## config.mk

```make
export PLATFORM = sky130hd
export DESIGN_NAME = tcdm_rr_arbiter
export DESIGN_NICKNAME = d
export VERILOG_FILES = /design/src/rtl/tcdm_rr_arbiter.sv
export SDC_FILE = /design/constraint.sdc
export NUM_CORES = 1
export LEC_CHECK = 0
export ABC_AREA = 1
export BUFFER_PORTS_ARGS = -buffer_cell sky130_fd_sc_hd__clkbuf_2
export CORE_AREA = 2 2 199 201
export CTS_CLUSTER_DIAMETER = 150
export CTS_CLUSTER_SIZE = 24
export DETAILED_ROUTE_END_ITERATION = 16
export DIE_AREA = 0 0 201 203
export HOLD_SLACK_MARGIN = 0.03
export MAX_ROUTING_LAYER = met4
export REMOVE_ABC_BUFFERS = 1
export SYNTH_ARGS = -nofsm -noshare
export SYNTH_HDL_FRONTEND = slang
export SYNTH_SLANG_ARGS = --single-unit
```

## constraint.sdc

```tcl
create_clock -name clk -period 2.6 [get_ports clk]
set_input_delay 0.26 -clock clk [delete_from_list [all_inputs] [get_ports clk]]
set_output_delay 0.26 -clock clk [all_outputs]
set_load 0.005 [all_outputs]
```

## src/rtl/tcdm_rr_arbiter.sv

```systemverilog
// Round-robin, stall-locking arbiter sharing one TCDM slave port among N_REQ masters.
// Optional macro TCDM_ARB_WR_ACK_EN: writes are acknowledged with a local m_valid_o pulse.
module tcdm_rr_arbiter #(
  parameter int N_REQ  = 4,
  parameter int ADDR_W = 30,
  parameter int DATA_W = 32,
  parameter int BE_W   = DATA_W/8,
  parameter int SRC_W  = 2
) (
  input  logic                           clk,
  input  logic                           rst,
  input  logic [N_REQ-1:0]               m_req_i,
  input  logic [N_REQ-1:0][ADDR_W-1:0]   m_add_i,
  input  logic [N_REQ-1:0][BE_W-1:0]     m_be_i,
  input  logic [N_REQ-1:0]               m_opc_i,
  input  logic [N_REQ-1:0][DATA_W-1:0]   m_din_i,
  output logic [N_REQ-1:0]               m_gnt_o,
  output logic [N_REQ-1:0][DATA_W-1:0]   m_dout_o,
  output logic [N_REQ-1:0]               m_valid_o,
  output logic                           s_req_o,
  output logic [ADDR_W-1:0]              s_add_o,
  output logic [BE_W-1:0]                s_be_o,
  output logic                           s_opc_o,
  output logic [DATA_W-1:0]              s_din_o,
  output logic [SRC_W-1:0]               s_src_o,
  input  logic                           s_gnt_i,
  input  logic [DATA_W-1:0]              s_dout_i,
  input  logic                           s_valid_i,
  output logic                           proto_err_o
);

  localparam int IDX_W = $clog2(N_REQ);

  logic [IDX_W-1:0] rr_ptr_q, rr_ptr_d;
  logic [IDX_W-1:0] lock_id_q, lock_id_d;
  logic [IDX_W-1:0] rsp_id_q, rsp_id_d;
  logic             lock_q, lock_d;
  logic             rsp_pend_q, rsp_pend_d;
  logic             proto_err_q, proto_err_d;
  logic             rsp_wr_q, rsp_wr_d;

  logic [IDX_W-1:0] winner;
  logic             lock_hold, lock_viol, hs, stall;
  logic             rsp_valid;
  logic [DATA_W-1:0] rsp_data;

  assign lock_hold = lock_q & m_req_i[lock_id_q];
  assign lock_viol = lock_q & ~m_req_i[lock_id_q];

  // A held lock wins outright; otherwise scan from rr_ptr with wrap-around.
  always_comb begin
    int               idx;
    logic             found;
    logic [IDX_W-1:0] idx_l;
    winner = rr_ptr_q;
    found  = 1'b0;
    idx    = 0;
    idx_l  = '0;
    if (lock_hold) begin
      winner = lock_id_q;
    end else begin
      for (int k = 0; k < N_REQ; k++) begin
        idx = int'(rr_ptr_q) + k;
        if (idx >= N_REQ) idx = idx - N_REQ;
        idx_l = IDX_W'(idx);
        if (!found && m_req_i[idx_l]) begin
          winner = idx_l;
          found  = 1'b1;
        end
      end
    end
  end

  always_comb begin
    s_req_o = |m_req_i;
    s_add_o = '0;
    s_be_o  = '0;
    s_opc_o = 1'b0;
    s_din_o = '0;
    s_src_o = '0;
    if (s_req_o) begin
      s_add_o = m_add_i[winner];
      s_be_o  = m_be_i[winner];
      s_opc_o = m_opc_i[winner];
      s_din_o = m_din_i[winner];
      s_src_o = SRC_W'(winner);
    end
    for (int i = 0; i < N_REQ; i++) begin
      m_gnt_o[i] = s_req_o & s_gnt_i & (winner == IDX_W'(i));
    end
  end

  assign hs    = s_req_o & s_gnt_i;
  assign stall = s_req_o & ~s_gnt_i;

  // Next-state: pointer advance, stall lock, outstanding-response tracking, sticky error.
  always_comb begin
    rr_ptr_d   = rr_ptr_q;
    lock_d     = lock_q;
    lock_id_d  = lock_id_q;
    rsp_id_d   = rsp_id_q;
    rsp_pend_d = 1'b0;
    rsp_wr_d   = 1'b0;
    if (hs) begin
      rr_ptr_d = (winner == IDX_W'(N_REQ-1)) ? '0 : winner + 1'b1;
      lock_d   = 1'b0;
      rsp_id_d = winner;
    end else if (stall) begin
      lock_d    = 1'b1;
      lock_id_d = winner;
    end
    if (lock_viol) lock_d = 1'b0;
`ifdef TCDM_ARB_WR_ACK_EN
    rsp_pend_d  = hs;
    rsp_wr_d    = hs & s_opc_o;
    proto_err_d = proto_err_q | lock_viol
                | (s_valid_i & ~rsp_pend_q)
                | (s_valid_i & rsp_pend_q & rsp_wr_q)
                | (rsp_pend_q & ~rsp_wr_q & ~s_valid_i);
`else
    rsp_pend_d  = hs & ~s_opc_o;
    proto_err_d = proto_err_q | lock_viol
                | (s_valid_i & ~rsp_pend_q)
                | (rsp_pend_q & ~s_valid_i);
`endif
  end

  always_ff @(posedge clk or posedge rst) begin
    if (rst) begin
      rr_ptr_q    <= '0;
      lock_q      <= 1'b0;
      lock_id_q   <= '0;
      rsp_pend_q  <= 1'b0;
      rsp_id_q    <= '0;
      rsp_wr_q    <= 1'b0;
      proto_err_q <= 1'b0;
    end else begin
      rr_ptr_q    <= rr_ptr_d;
      lock_q      <= lock_d;
      lock_id_q   <= lock_id_d;
      rsp_pend_q  <= rsp_pend_d;
      rsp_id_q    <= rsp_id_d;
      rsp_wr_q    <= rsp_wr_d;
      proto_err_q <= proto_err_d;
    end
  end

  // Read data is steered only to the master that owns the outstanding response.
  always_comb begin
    rsp_valid = rsp_pend_q & s_valid_i;
    rsp_data  = s_dout_i;
`ifdef TCDM_ARB_WR_ACK_EN
    if (rsp_wr_q) begin
      rsp_valid = rsp_pend_q;
      rsp_data  = '0;
    end
`endif
    for (int i = 0; i < N_REQ; i++) begin
      m_valid_o[i] = rsp_valid & (rsp_id_q == IDX_W'(i));
      m_dout_o[i]  = (rsp_pend_q && (rsp_id_q == IDX_W'(i))) ? rsp_data : '0;
    end
  end

  assign proto_err_o = proto_err_q;

endmodule

```

Word level (Yosys, flattened, before mapping). Cells that the tools add are included.

Output and inout port bits: 207. Flip-flop bits (word level): 9. Bits of input ports: 308.

$add $sub $neg: 8. Reduce and logical (&&, ||, !) cells: 15. Bitwise logic cells: 25. Eq/ne operators: 6. Multiplexer cells: 50. Order comparisons: 10.

Operators by type and width (count): two-way mux 32 bit (6); binary-select mux 32 bit (select 2 bit) (1); binary-select mux 30 bit (select 2 bit) (1); two-way mux 30 bit (2); two-way mux 2 bit (15); less-than comparator 2 x 3 -> 1 bit (second input constant) (6); bitwise AND 1 bit (16); two-way mux 1 bit (16); binary-select mux 1 bit (select 2 bit) (6); greater-or-equal comparator 3 bit (second input constant) (3); binary-select mux 4 bit (select 2 bit) (1); == test 2 bit (second input constant) (4); two-way mux 4 bit (2); subtractor 2 x 1 -> 2 bit (second input constant) (4); logical AND 1 bit (7); adder 2 x 2 -> 3 bit (second input constant) (2); inverter 1 bit (6); == test 2 x 1 -> 1 bit (second input constant) (2); zero test 2 bit (2); OR reduction 4 bit (1); adder 2 x 1 -> 3 bit (second input constant) (1); greater-or-equal comparator 2 x 3 -> 1 bit (second input constant) (1); zero test 1 bit (3); OR 1 bit (3); other kinds (3) (3).

Logic depth before layout (Yosys ltp).
Depth after elaboration: 25. Gate-level depth with buffers: 18. Depth with buffers taken out: 16.

Worst setup path after synthesis. OpenSTA, ideal clock, no wires.

Kind: reg-to-output. Start: register rr_ptr_q[0]. End: output m_gnt_o[0]. Cell stages (with the launch flop): 16. Data arrival time: 1880 ps. Slack: 460 ps. Path through: dfrtp_1 -> buf_4 -> nand2_1 -> nand3_1 -> nand2_1 -> nand2_1 -> nor2_1 -> nand2_1 -> nand2_1 -> inv_1 -> a21boi_1 -> buf_4 -> buf_2 -> ha_1 -> inv_1 -> nor2_1.

Longest elaborated chain between the ends: 21. Elaborated cells on any way between the ends: 46. Those cells by class: 7 x add/sub; 4 x order compare; 27 x mux; 1 x bitwise; 7 x reduce/logical.

Ends and longest elaborated chain: from (decl) (line 34) `logic [IDX_W-1:0] rr_ptr_q, rr_ptr_d;`; from (signal assigned) (line 138) `rr_ptr_q <= rr_ptr_d;`; greater-or-equal comparator 2 x 3 -> 1 bit / subtractor 2 x 1 -> 2 bit (equally long branches) (line 64) `if (idx >= N_REQ) idx = idx - N_REQ;`; two-way mux 2 bit (line 64); two-way mux 2 bit (line 59) `if (lock_hold) begin`; binary-select mux 1 bit (select 2 bit) (line 66) `if (!found && m_req_i[idx_l]) begin`; two-way mux 1 bit (implied by the code) (line 66); two-way mux 1 bit (line 66); two-way mux 1 bit (line 59); zero test 1 bit (line 66); (+5 left out); two-way mux 1 bit (line 66); two-way mux 1 bit (line 59); zero test 1 bit (line 66); logical AND 1 bit (line 66); two-way mux 2 bit * (line 66); two-way mux 2 bit * (line 59); zero test 2 bit * (line 89) `m_gnt_o[i] = s_req_o & s_gnt_i & (winner == IDX_W'(i));`; bitwise AND 1 bit * (line 89); to (decl) (line 17) `output logic [N_REQ-1:0] m_gnt_o,`.

Mark *: on every way between the ends. The rest lies on a longest branch, timed or not. The select of a mux whose other input is x is not followed.

Final worst setup path.
Start: register rr_ptr_q[0]. End: output s_add_o[13].

Longest elaborated chain between the ends: 22. Elaborated cells on any way between the ends: 47. Those cells by class: 7 x add/sub; 4 x order compare; 30 x mux; 6 x reduce/logical.

Ends and longest elaborated chain: greater-or-equal comparator 2 x 3 -> 1 bit / subtractor 2 x 1 -> 2 bit (equally long branches) (line 64); two-way mux 2 bit (line 64); two-way mux 2 bit (line 59); binary-select mux 1 bit (select 2 bit) (line 66); two-way mux 1 bit (implied by the code) (line 66); two-way mux 1 bit (line 66); two-way mux 1 bit (line 59); zero test 1 bit (line 66); (+6 left out); two-way mux 1 bit (line 59); zero test 1 bit (line 66); logical AND 1 bit (line 66); two-way mux 2 bit * (line 66); two-way mux 2 bit * (line 59); binary-select mux 30 bit (select 2 bit) * (line 82) `s_add_o = m_add_i[winner];`; two-way mux 30 bit (implied by the code) * (line 82); two-way mux 30 bit * (line 81) `if (s_req_o) begin`; to (decl) (line 21) `output logic [ADDR_W-1:0] s_add_o,`.

Marked as above.

==> metrics.sh <==
STATUS='finished, violations left'
FAILED_CHECKS='negative setup slack'
CP_CELL_SEQUENCE='inv_4 > nand2_1 > nand2_2 > nand2_2 > nand2_2 > nand2_1 > nand2_1 > nand2_2 > nand2_2 > nand3_4 > nand2_8 > buf_12 > clkbuf_16 > nand2_1 > nand3_2 > nand2_1 > nor2_2 > buf_2'
DR.FIRST_ITER.DRC_COUNT=467
TYPE_OF_THE_SETUP_PATH_WITH_THE_LEAST_SLACK='reg2out'
SYN_AREA_UM2=4237
FINAL-MAX-SLEW-VIOLATION-COUNT=0
CRITPATHSLOWESTCELL='dfrtp_2'
SHARE_SEQ_OF_TOTAL_POWER_PCT=1.7
INITIAL_CORE_UTIL_PCT=11.01
WORST_R2R_ENDPOINT='rr_ptr_q[1]$_DFFE_PP0P_'
WORST-ENDPOINT-REQUIRED_PS=2340
ROW_COUNT=72
FP.COREAREA_UM2=38470
MAX_STAGE_DELAY_PS=490
YOSYSUNIQUECELLTYPES=20
FINAL_NETS=1850
PATH_MAX_FANOUT=8
FINISH.UTILIZATION_PCT=24.62
MAX-CAP-VIOLATIONS=0
CTS_MAX_PATH_BUFFERS=2
POWER_PER_CELL_AREA_nW_PER_UM2=1838
TIMING.HOLD.WORST.START='s_gnt_i'
TRITONCTS.NUM_BUFFERS=3
WL_PER_CELL_UM=16.70
END_KIND='primary output'
GRT_PASS1_WL_MM=45.57
WORST-SLEW-PIN-TRANSITION_PS=412.4
FINAL-SETUP-VIOL-COUNT=73
DATA_ARRIVAL_CRITICAL_PATH_PS=2670
SYNTH.TOP_CELL.AREA_SHARE_PCT=35.35
AREA_DELTA_SYNTH_FINAL_PCT=123.5
IRDROPWORSTVDD_uV=920.6
YOSYS_REGISTER_BITS=9
POST-SYNTH-TOP-COUNT-CELL='nand2_1'
VIAS=8377
FIRST_GLOBAL_VIAS=7492
POSTSYNTH.ASYNCRESETSHARE_PCT=100.0
CRITICAL_PATH.STARTPOINT='rr_ptr_q[0]$_DFFE_PP0P_'
GRT_SETUP_UNREPAIRED='yes'
WORST_HOLD_PATH.NUM_CELLS=4
FF2FF_PATH_DEPTH=16
FINAL.SETUP_SKEW_PS=2.537
HOLD_VIOL=0
SYNTH.AVG_CELL_AREA_UM2=4.323
LARGEST_NET_DEGREE_AT_THE_START_OF_GLOBAL_ROUTING=69
FILLERINSTANCES=4426
CTSROOTBUFFERMASTER='clkbuf_16'
INT_PWR_mW=8.467
IO_BUFFERS=514
DP_SLACK_PS=-136.1
BOUNDARYPINS=515
GRT_USE_TOTAL_PCT=15.14
CP-ENDPOINT='s_add_o[13]'
YS_TOP_CELLS_BY_AREA='nand2_1 (35%), nor2_1 (25%), nand3_1 (17%)'
HP-CLASS='in2reg'
WORSTREG2REGSTART='rr_ptr_q[0]$_DFFE_PP0P_'
TOTALPOWERFINAL_mW=17.40
YOSYSTOPAREACELL='nand2_1'
WORST_SKEW_PAIR.LATE_LATENCY_PS=230
MAX_FREQ_MHz=341.6
DIE_AREA_UM2=40800
POWER.STATIC_LEAKAGE_nW=5.831
YS_TOP_CELLS_BY_COUNT='nand2_1 (399), nor2_1 (277), nand3_1 (146)'
ANT_NETS=0
TOTAL_SWITCHING_POWER_mW=8.933
YOSYS_MOST_USED_DFF='dfrtp_1'
FINAL_DESIGN_AREA_NO_FILL_UM2=9469
FINAL_ROUTED_WIRELENGTH_MM=34.39
GP_CONGESTION=0.8782
STARTPOINT_TYPE='register'
LAYOUT_SETUP_WS_PS=-327.7
POST_DP_CELL_AREA_UM2=7746
DRT_PASS1_ITERATIONS=7
DP_HPWL_MM=26.22
CLK_PIN_SLEW_PS=40
ROUTE.DETAILED.DRC=0
DRIVE_GT1_SHARE_PCT=50.55
RELSLEWSLACK_PCT=72.51
RRSETUPSLACK_PS=130
YOSYSSEQAREASHARE_PCT=5.316
REGAREA_UM2=227.7
MULTI_INPUT_AREA_UM2=4044
FLOORPLAN.DIE.WIDTH_UM=201
PWR-SHARE-CLK_PCT=1.6
SINKS_ON_CLOCK_NET=9
CTS_TREE='built'
NETLIST_INSTANCES=980
POST_DRT_VIA_CELL_RATIO=4.068
FINALWORSTPATHREQUIREDPERIOD_PS=2928
GRT.OVERFLOW.TOTAL=0
SYNTH_ENABLE_FLOP_CELLS=0
LAYOUT_WORST_PATH_CYCLE_SHARE_PCT=112.6
FLOORPLAN_DIE_HEIGHT_UM=203
HTREEDEPTH=1
SW_FRAC_OF_TOTAL_PCT=51.34
COMB_POWER_SHARE_PCT=96.8
ANTENNA_FOUND_INITIAL=6
YS_WARN_COUNT=0
==> timing repair <==
| action | CTS | global route |
|---|---|---|
| gates resized for setup | 72 | 201 |
| endpoints found under the hold margin | 9 | 0 |
| buffers inserted | 17 | 11 |
| cloned | 6 | 18 |
| setup endpoints to repair | 73 | 73 |
| hold buffers | 1 | 0 |
| pin swaps | 23 | 70 |
==> registers in the layout (all words and copies together) (netlist names) <==
signal / cells
lock_id_q: 2
rsp_pend_q: 1
rr_ptr_q: 2
proto_err_o: 1
rsp_id_q: 2
lock_q: 1
==> per-stage QoR <==
step,hold WS (ps),TNS (ps),cells
2_1_floorplan,87.92,-293460,909
3_3_place_gp,229.7,-516.8,1999
3_5_place_dp,232.4,-457.9,1999
4_1_cts,373.0,-7484,2027
5_1_grt,391.1,-28350,2059
6_report,381.3,-17040,2059
==> critical path: cells and delay by family (launching register included) <==
kind	cells	cell delay, ps
flops	1	490
simple gates	14	1340
buf+inv	4	570
==> final cells by class <==
cell class	count	area share [%]
antenna	4	0.1057
clock buffer	4	0.8325
inverter	57	2.445
multi-input combinational	843	42.71
sequential	9	2.405
tap	518	6.845
timing repair buffer	623	44.58
timing repair inverter	1	0.07928
==> placed cells by master, fill, tap and decap left out, types with 9 or more instances in the layout <==
cell	count
clkbuf_16	18
nand2_4	11
nor2_2	19
nand2_1	331
nand2_2	58
clkbuf_2	474
nand3_1	110
nand3_2	32
buf_6	20
inv_1	48
buf_4	42
buf_2	33
buf_12	25
nor2_4	9
nor2_1	249
==> per-layer routing <==
metal | part of all wire, % | GRT usage [%] | vias to the layer above
met4 | 3.2 | 4.497 | 0
met1 | 39 | 16.49 | 3758
met2 | 52 | 27.88 | 441
li1 | - | - | 4118
met5 | 0 | - | -
met3 | 6.2 | 2.841 | 60
==> cell families after synthesis <==
group	synth area share, %
flops	5.316
simple gates	77.82
buf+inv	13.97
compound gates	1.713
fa+ha+maj	1.181
==> power by group through the flow <==
stage / Clock [mW] / Sequential (mW) / Combinational (mW)
6_report: 0.270 / 0.292 / 16.8
5_1_grt: 0.287 / 0.300 / 18.3
4_1_cts: 0.277 / 0.282 / 13.6
3_5_place_dp: 0 / 0.272 / 11.6
3_3_place_gp: 0 / 0.270 / 11.6
2_1_floorplan: 0 / 0.252 / 4.39
==> worst min-delay path by stage <==
stage | end | slack [ps]
floorplan | lock_id_q[0]$_DFFE_PP0P_ | 90
global placement | rsp_pend_q$_DFF_PP0_ | 230
detailed placement | rsp_pend_q$_DFF_PP0_ | 230
CTS | lock_q$_DFFE_PP0P_ | 370
global route | lock_q$_DFFE_PP0P_ | 390
finish | lock_q$_DFFE_PP0P_ | 380
No activity file was read; power rests on OpenSTA's default activity.
